==> src/rtl/rv_mc_pkg.sv <==
// rtl/rv_mc_pkg.sv - shared constants and state encoding for the multi-cycle control unit
package rv_mc_pkg;

    // Controller states; FETCH is the reset state.
    typedef enum logic [3:0] {
        FETCH    = 4'd0,
        DECODE   = 4'd1,
        EXEC_R   = 4'd2,
        EXEC_I   = 4'd3,
        MEM_ADDR = 4'd4,
        MEM_RD   = 4'd5,
        MEM_WR   = 4'd6,
        WB_ALU   = 4'd7,
        WB_MEM   = 4'd8,
        BRANCH   = 4'd9,
        JAL      = 4'd10,
        TRAP     = 4'd11
    } state_t;

    // Supported major opcodes (IR[6:0]).
    localparam logic [6:0] OP_R      = 7'b0110011;
    localparam logic [6:0] OP_I      = 7'b0010011;
    localparam logic [6:0] OP_LOAD   = 7'b0000011;
    localparam logic [6:0] OP_STORE  = 7'b0100011;
    localparam logic [6:0] OP_BRANCH = 7'b1100011;
    localparam logic [6:0] OP_JAL    = 7'b1101111;

    // ALU operation class.
    localparam logic [1:0] ALUOP_ADD   = 2'b00;
    localparam logic [1:0] ALUOP_SUB   = 2'b01;
    localparam logic [1:0] ALUOP_FUNCT = 2'b10;

    // ALU A operand select.
    localparam logic [1:0] SRCA_PC     = 2'b00;
    localparam logic [1:0] SRCA_RS1    = 2'b01;
    localparam logic [1:0] SRCA_OLD_PC = 2'b10;

    // ALU B operand select.
    localparam logic [1:0] SRCB_RS2  = 2'b00;
    localparam logic [1:0] SRCB_FOUR = 2'b01;
    localparam logic [1:0] SRCB_IMM  = 2'b10;

    // PC source select.
    localparam logic [1:0] PCSRC_ALU    = 2'b00;
    localparam logic [1:0] PCSRC_ALUOUT = 2'b01;

    // Register writeback select.
    localparam logic [1:0] WB_ALUOUT = 2'b00;
    localparam logic [1:0] WB_MDR    = 2'b01;
    localparam logic [1:0] WB_PC     = 2'b10;

    // Dispatch target out of DECODE; anything unrecognised traps.
    function automatic state_t decode_target(input logic [6:0] op);
        state_t target;
        case (op)
            OP_R:               target = EXEC_R;
            OP_I:               target = EXEC_I;
            OP_LOAD, OP_STORE:  target = MEM_ADDR;
            OP_BRANCH:          target = BRANCH;
            OP_JAL:             target = JAL;
            default:            target = TRAP;
        endcase
        return target;
    endfunction

endpackage

==> src/rtl/multicycle_control_unit.sv <==
// rtl/multicycle_control_unit.sv - Moore control FSM sequencing the shared multi-cycle RISC-V datapath
module multicycle_control_unit
    import rv_mc_pkg::*;
(
    input  logic       clk,
    input  logic       reset,
    input  logic [6:0] opcode,
    input  logic       zero,
    input  logic       mem_ready,
    output logic       mem_read,
    output logic       mem_write,
    output logic       i_or_d,
    output logic       ir_write,
    output logic       pc_write,
    output logic [1:0] pc_src,
    output logic [1:0] alu_src_a,
    output logic [1:0] alu_src_b,
    output logic [1:0] aluop,
    output logic       reg_write,
    output logic [1:0] mem_to_reg,
    output logic       retire,
    output logic       illegal
);

    state_t state;
    state_t state_next;

    // State register: reset always lands in FETCH, whatever was in flight.
    always_ff @(posedge clk) begin
        if (reset) begin
            state <= FETCH;
        end else begin
            state <= state_next;
        end
    end

    // Next-state logic: memory states wait on mem_ready, TRAP is absorbing.
    always_comb begin
        state_next = state;
        case (state)
            FETCH:    state_next = mem_ready ? DECODE : FETCH;
            DECODE:   state_next = decode_target(opcode);
            EXEC_R:   state_next = WB_ALU;
            EXEC_I:   state_next = WB_ALU;
            MEM_ADDR: state_next = (opcode == OP_STORE) ? MEM_WR : MEM_RD;
            MEM_RD:   state_next = mem_ready ? WB_MEM : MEM_RD;
            MEM_WR:   state_next = mem_ready ? FETCH : MEM_WR;
            WB_ALU:   state_next = FETCH;
            WB_MEM:   state_next = FETCH;
            BRANCH:   state_next = FETCH;
            JAL:      state_next = FETCH;
            TRAP:     state_next = TRAP;
            default:  state_next = FETCH;
        endcase
    end

    // Output decode: all zero under reset so no strobe leaks in the reset cycle.
    always_comb begin
        mem_read   = 1'b0;
        mem_write  = 1'b0;
        i_or_d     = 1'b0;
        ir_write   = 1'b0;
        pc_write   = 1'b0;
        pc_src     = PCSRC_ALU;
        alu_src_a  = SRCA_PC;
        alu_src_b  = SRCB_RS2;
        aluop      = ALUOP_ADD;
        reg_write  = 1'b0;
        mem_to_reg = WB_ALUOUT;
        retire     = 1'b0;
        illegal    = 1'b0;
        if (!reset) begin
            case (state)
                FETCH: begin
                    // PC <= PC + 4 and IR <= mem only when the read completes.
                    mem_read  = 1'b1;
                    i_or_d    = 1'b0;
                    alu_src_a = SRCA_PC;
                    alu_src_b = SRCB_FOUR;
                    aluop     = ALUOP_ADD;
                    pc_src    = PCSRC_ALU;
                    ir_write  = mem_ready;
                    pc_write  = mem_ready;
                end
                DECODE: begin
                    // Speculatively compute old PC + imm into ALUOut for BEQ/JAL.
                    alu_src_a = SRCA_OLD_PC;
                    alu_src_b = SRCB_IMM;
                    aluop     = ALUOP_ADD;
                end
                EXEC_R: begin
                    alu_src_a = SRCA_RS1;
                    alu_src_b = SRCB_RS2;
                    aluop     = ALUOP_FUNCT;
                end
                EXEC_I: begin
                    alu_src_a = SRCA_RS1;
                    alu_src_b = SRCB_IMM;
                    aluop     = ALUOP_FUNCT;
                end
                MEM_ADDR: begin
                    alu_src_a = SRCA_RS1;
                    alu_src_b = SRCB_IMM;
                    aluop     = ALUOP_ADD;
                end
                MEM_RD: begin
                    mem_read = 1'b1;
                    i_or_d   = 1'b1;
                end
                MEM_WR: begin
                    // Store retires in the cycle the write is accepted.
                    mem_write = 1'b1;
                    i_or_d    = 1'b1;
                    retire    = mem_ready;
                end
                WB_ALU: begin
                    reg_write  = 1'b1;
                    mem_to_reg = WB_ALUOUT;
                    retire     = 1'b1;
                end
                WB_MEM: begin
                    reg_write  = 1'b1;
                    mem_to_reg = WB_MDR;
                    retire     = 1'b1;
                end
                BRANCH: begin
                    // rs1 - rs2 sets zero; take the target held in ALUOut on equality.
                    alu_src_a = SRCA_RS1;
                    alu_src_b = SRCB_RS2;
                    aluop     = ALUOP_SUB;
                    pc_src    = PCSRC_ALUOUT;
                    pc_write  = zero;
                    retire    = 1'b1;
                end
                JAL: begin
                    // PC already holds PC + 4, which is the link value.
                    reg_write  = 1'b1;
                    mem_to_reg = WB_PC;
                    pc_write   = 1'b1;
                    pc_src     = PCSRC_ALUOUT;
                    retire     = 1'b1;
                end
                TRAP: begin
                    illegal = 1'b1;
                end
                default: begin
                    illegal = 1'b0;
                end
            endcase
        end
    end

endmodule

==> config.mk <==
export PLATFORM = sky130hd
export DESIGN_NAME = multicycle_control_unit
export DESIGN_NICKNAME = d
export VERILOG_FILES = /design/src/rtl/rv_mc_pkg.sv /design/src/rtl/multicycle_control_unit.sv
export SDC_FILE = /design/constraint.sdc
export NUM_CORES = 1
export LEC_CHECK = 0
export ABC_AREA = 1
export CAP_MARGIN = 30
export CELL_PAD_IN_SITES_DETAIL_PLACEMENT = 1
export CELL_PAD_IN_SITES_GLOBAL_PLACEMENT = 2
export CORE_MARGIN = 2
export CORE_UTILIZATION = 18
export CTS_CLUSTER_SIZE = 25
export DETAILED_ROUTE_END_ITERATION = 6
export PLACE_DENSITY_LB_ADDON = 0.1
export SKIP_LAST_GASP = 1
export SLEW_MARGIN = 25
export SYNTH_ARGS = -nofsm -noshare
export SYNTH_HDL_FRONTEND = slang
export SYNTH_SLANG_ARGS = --single-unit
==> constraint.sdc <==
create_clock -name clk -period 2.45 [get_ports clk]
set_input_delay 0.49 -clock clk [delete_from_list [all_inputs] [get_ports clk]]
set_output_delay 0.49 -clock clk [all_outputs]
set_load 0.02 [all_outputs]
==> impl_metrics.toml <==
[critical_path]
path_max_fanout = 6
max_stage_delay_ns = 0.52
critical_path_class = "primary input to primary output"
cp.required_ns = 1.96
crit_slowest_cell = "clkdlybuf4s50_1"
worstPathCellList = "clkdlybuf4s50_1, buf_4, nor3_1, dlygate4sd2_1"
r2r.worst_path.cells = 7
arrival_ns = 1.73
endpoint_kind = "primary output"
startpoint_type = "primary input"

[status]
outcome = "finished clean"

[placed_design]
post-place-cells = 162
portBuffers = 27
dpl.hpwl_mm = 1.53
place_ws_ns = -0.0671
place_congestion = 0.813

[route]
drt_iter0_markers = 10
drtAntennaViolNets = 0
post_drt_wl_per_cell_um = 10.7
avgViaCountPerCell = 4.31
drt_pass1_iterations = 2
route.vias.total = 711
drc = 0
wirelength_mm = 1.76

[cells_and_area]
largest_register = "state"
fillCellCount = 394
syn_to_final_growth_pct = 61.3
drive_gt1_share_pct = 18.2
largest_reg_flops = 4
final_cells = 165
largestRegisters = "state: 4 flops"
nNetsFinal = 145
n_antenna_cell = 0

[synthesis]
synth_simple_gate_area_share_pct = 54.3
syn_inst = 102
synth_compound_area_share_pct = 15.6
synth_fa_ha_area_share_pct = 0
syn_area_per_cell_um2 = 5.42
synthesis.nets = 113
synth_top_family_by_area = "simple AND/OR/NAND/NOR gates"
yosysSeqAreaShare_pct = 14.5
synth_cell_types = 22
yosysWarnings = 0
synthXorXnorAreaFrac_pct = 0
muxShareOfSynthArea_pct = 0
syn_area_um2 = 553
synth_seq_cells = 4

[clock_network]
cts_hold_buf = 0
post_cts.repair.setup_buffers = 0
insertion_delay_ns = 0.23
cts_made_buffers = 3
cts_tree = "yes"
clk_root_buffer_cell = "clkbuf_4"
clockBufferDepth = 2
htreeDepth = 1
clkTransAtPathRegs_ns = 0.04
numClockSinks = 4

[worst_hold_path]
min_path_cells = 5
hold_path.class = "flop to flop"

[power]
vdd_ir_drop_max_uv = 161
p_leak_nw = 0.528
power_density_mw_per_mm2 = 828

[floorplanning]
dieArea_mm2 = 0.00353
initial_core_util_pct = 18.6
die_x_um = 59.4
num_rows = 20
core-area_mm2 = 0.00298
die_y_um = 59.4
ioPinCount = 29

[flow_run]
cap_violations = 0

[timing]
rsz0062_at_grt = "no"
fmax_mhz = 451
fin_crit_sh_pct = 90.5
fin_ws_ns = 0.233
finalSetupTns_ns = 0
finClkSkew_ns = 0.00131
finalMaxSlewViolations = 0
period_minus_slack_ns = 2.22
setup_viol = 0
hold_violations = 0

[grt]
grt_use_met2_pct = 22.0
grt_usage_pct = 11.2
use_met3_pct = 0
busiest_layer = "met2"
grt_max_degree = 11
grt_overflow_total = 0
grt_pass1_wl_mm = 2.98
grt_pass1_vias = 735
antenna_found_initial = 0
use_met1_pct = 12.0
-- layer usage --
metal	vias to the layer above	part of all wire (%)
li1	378	-
met1	314	42
met2	17	53
met3	2	3.6
met4	0	0.97
met5	-	0
-- final cells by class --
type	count	area (um^2)	area share, %
Multi-Input combinational cell	79	390	43.8
Timing Repair Buffer	31	302	33.8
Sequential cell	4	80.1	8.98
Inverter	15	56.3	6.31
Tap cell	33	41.3	4.63
Clock buffer	3	22.5	2.52
-- worst max-delay path: cells and delay by family --
kind | cells | cell delay [ns]
buffers and inverters | 3 | 1.07
and+or+nand+nor | 1 | 0.16
-- cells in the mapped netlist (all sizes together) --
cell type | count | area share [%]
nand2 | 27 | 20
clkbuf | 2 | 1.4
a31o | 1 | 1.6
dfxtp | 4 | 14
conb | 1 | 0.68
nand4 | 1 | 1.1
nand3b | 1 | 1.4
nor4 | 1 | 1.1
nand3 | 4 | 3.6
o211ai | 2 | 2.7
buf | 2 | 3.4
a21oi | 9 | 8.1
o21ai | 1 | 0.90
a31oi | 2 | 2.3
nor3 | 2 | 1.8
inv | 15 | 10
nor2 | 27 | 26
-- through the flow --
| step | power (mW) | hold slack [ns] | util [%] | cell area, um^2 |
|---|---|---|---|---|
| after floorplan | 0.510 | 0.636 | - | 553 |
| after global placement | 0.709 | 0.715 | 29.2 | 868 |
| after detailed placement | 0.706 | 0.697 | 29.2 | 868 |
| after CTS | 0.759 | 0.705 | 29.5 | 877 |
| after global routing | 0.810 | 0.759 | 30.0 | 892 |
| final | 0.739 | 0.706 | 30.0 | 892 |
-- power breakdown --
group / switching [mW] / internal [mW] / leakage [nW]
Sequential: 0.0525 / 0.0915 / 0.0329
Clock: 0.0250 / 0.0547 / 0.0138
Combinational: 0.322 / 0.193 / 0.482
Total: 0.400 / 0.339 / 0.528
-- path summary, 6_finish.rpt --
path                            start                  end  slack (ns)
setup / recovery                reset         alu_src_a[1]        0.23
setup reg to reg  state[1]$_SDFF_PP0_  state[2]$_SDFF_PP0_        1.16
hold reg to reg   state[3]$_SDFF_PP0_  state[1]$_SDFF_PP0_        0.71
hold / removal    state[3]$_SDFF_PP0_  state[1]$_SDFF_PP0_        0.71
-- cells in the final DEF (no fill, tap or decap) --
master,netlist,final
dlygate4sd2_1,0,11
nor2_4,3,3
buf_4,1,4
o211ai_1,2,2
nand3_1,4,4
inv_1,11,11
nand2_1,24,24
a31oi_1,2,2
nor4_1,1,1
nand4_1,1,1
nand2_2,3,3
clkdlybuf4s50_1,0,10
a31o_1,1,1
o21ai_1,1,1
nor2_1,17,17
dlymetal6s2s_1,0,6
dfxtp_1,4,4
nor2_2,7,7
nand3b_1,1,1
inv_2,4,4
a21oi_1,9,9
clkbuf_4,0,3
nor3_1,2,2
conb_1,1,1
-- timing repair --
item,4_1_cts,5_1_grt
endpoints found under the setup margin,11,6
pin swaps,0,0
gates resized for setup,11,6
-- cells by family after synthesis --
family	count (synthesis)
AO/OA/AOI/OAI	15
buffers and inverters	19
flip-flops	4
other	1
AND/OR/NAND/NOR	63
Note: power is estimated with default switching activity, not from simulation.
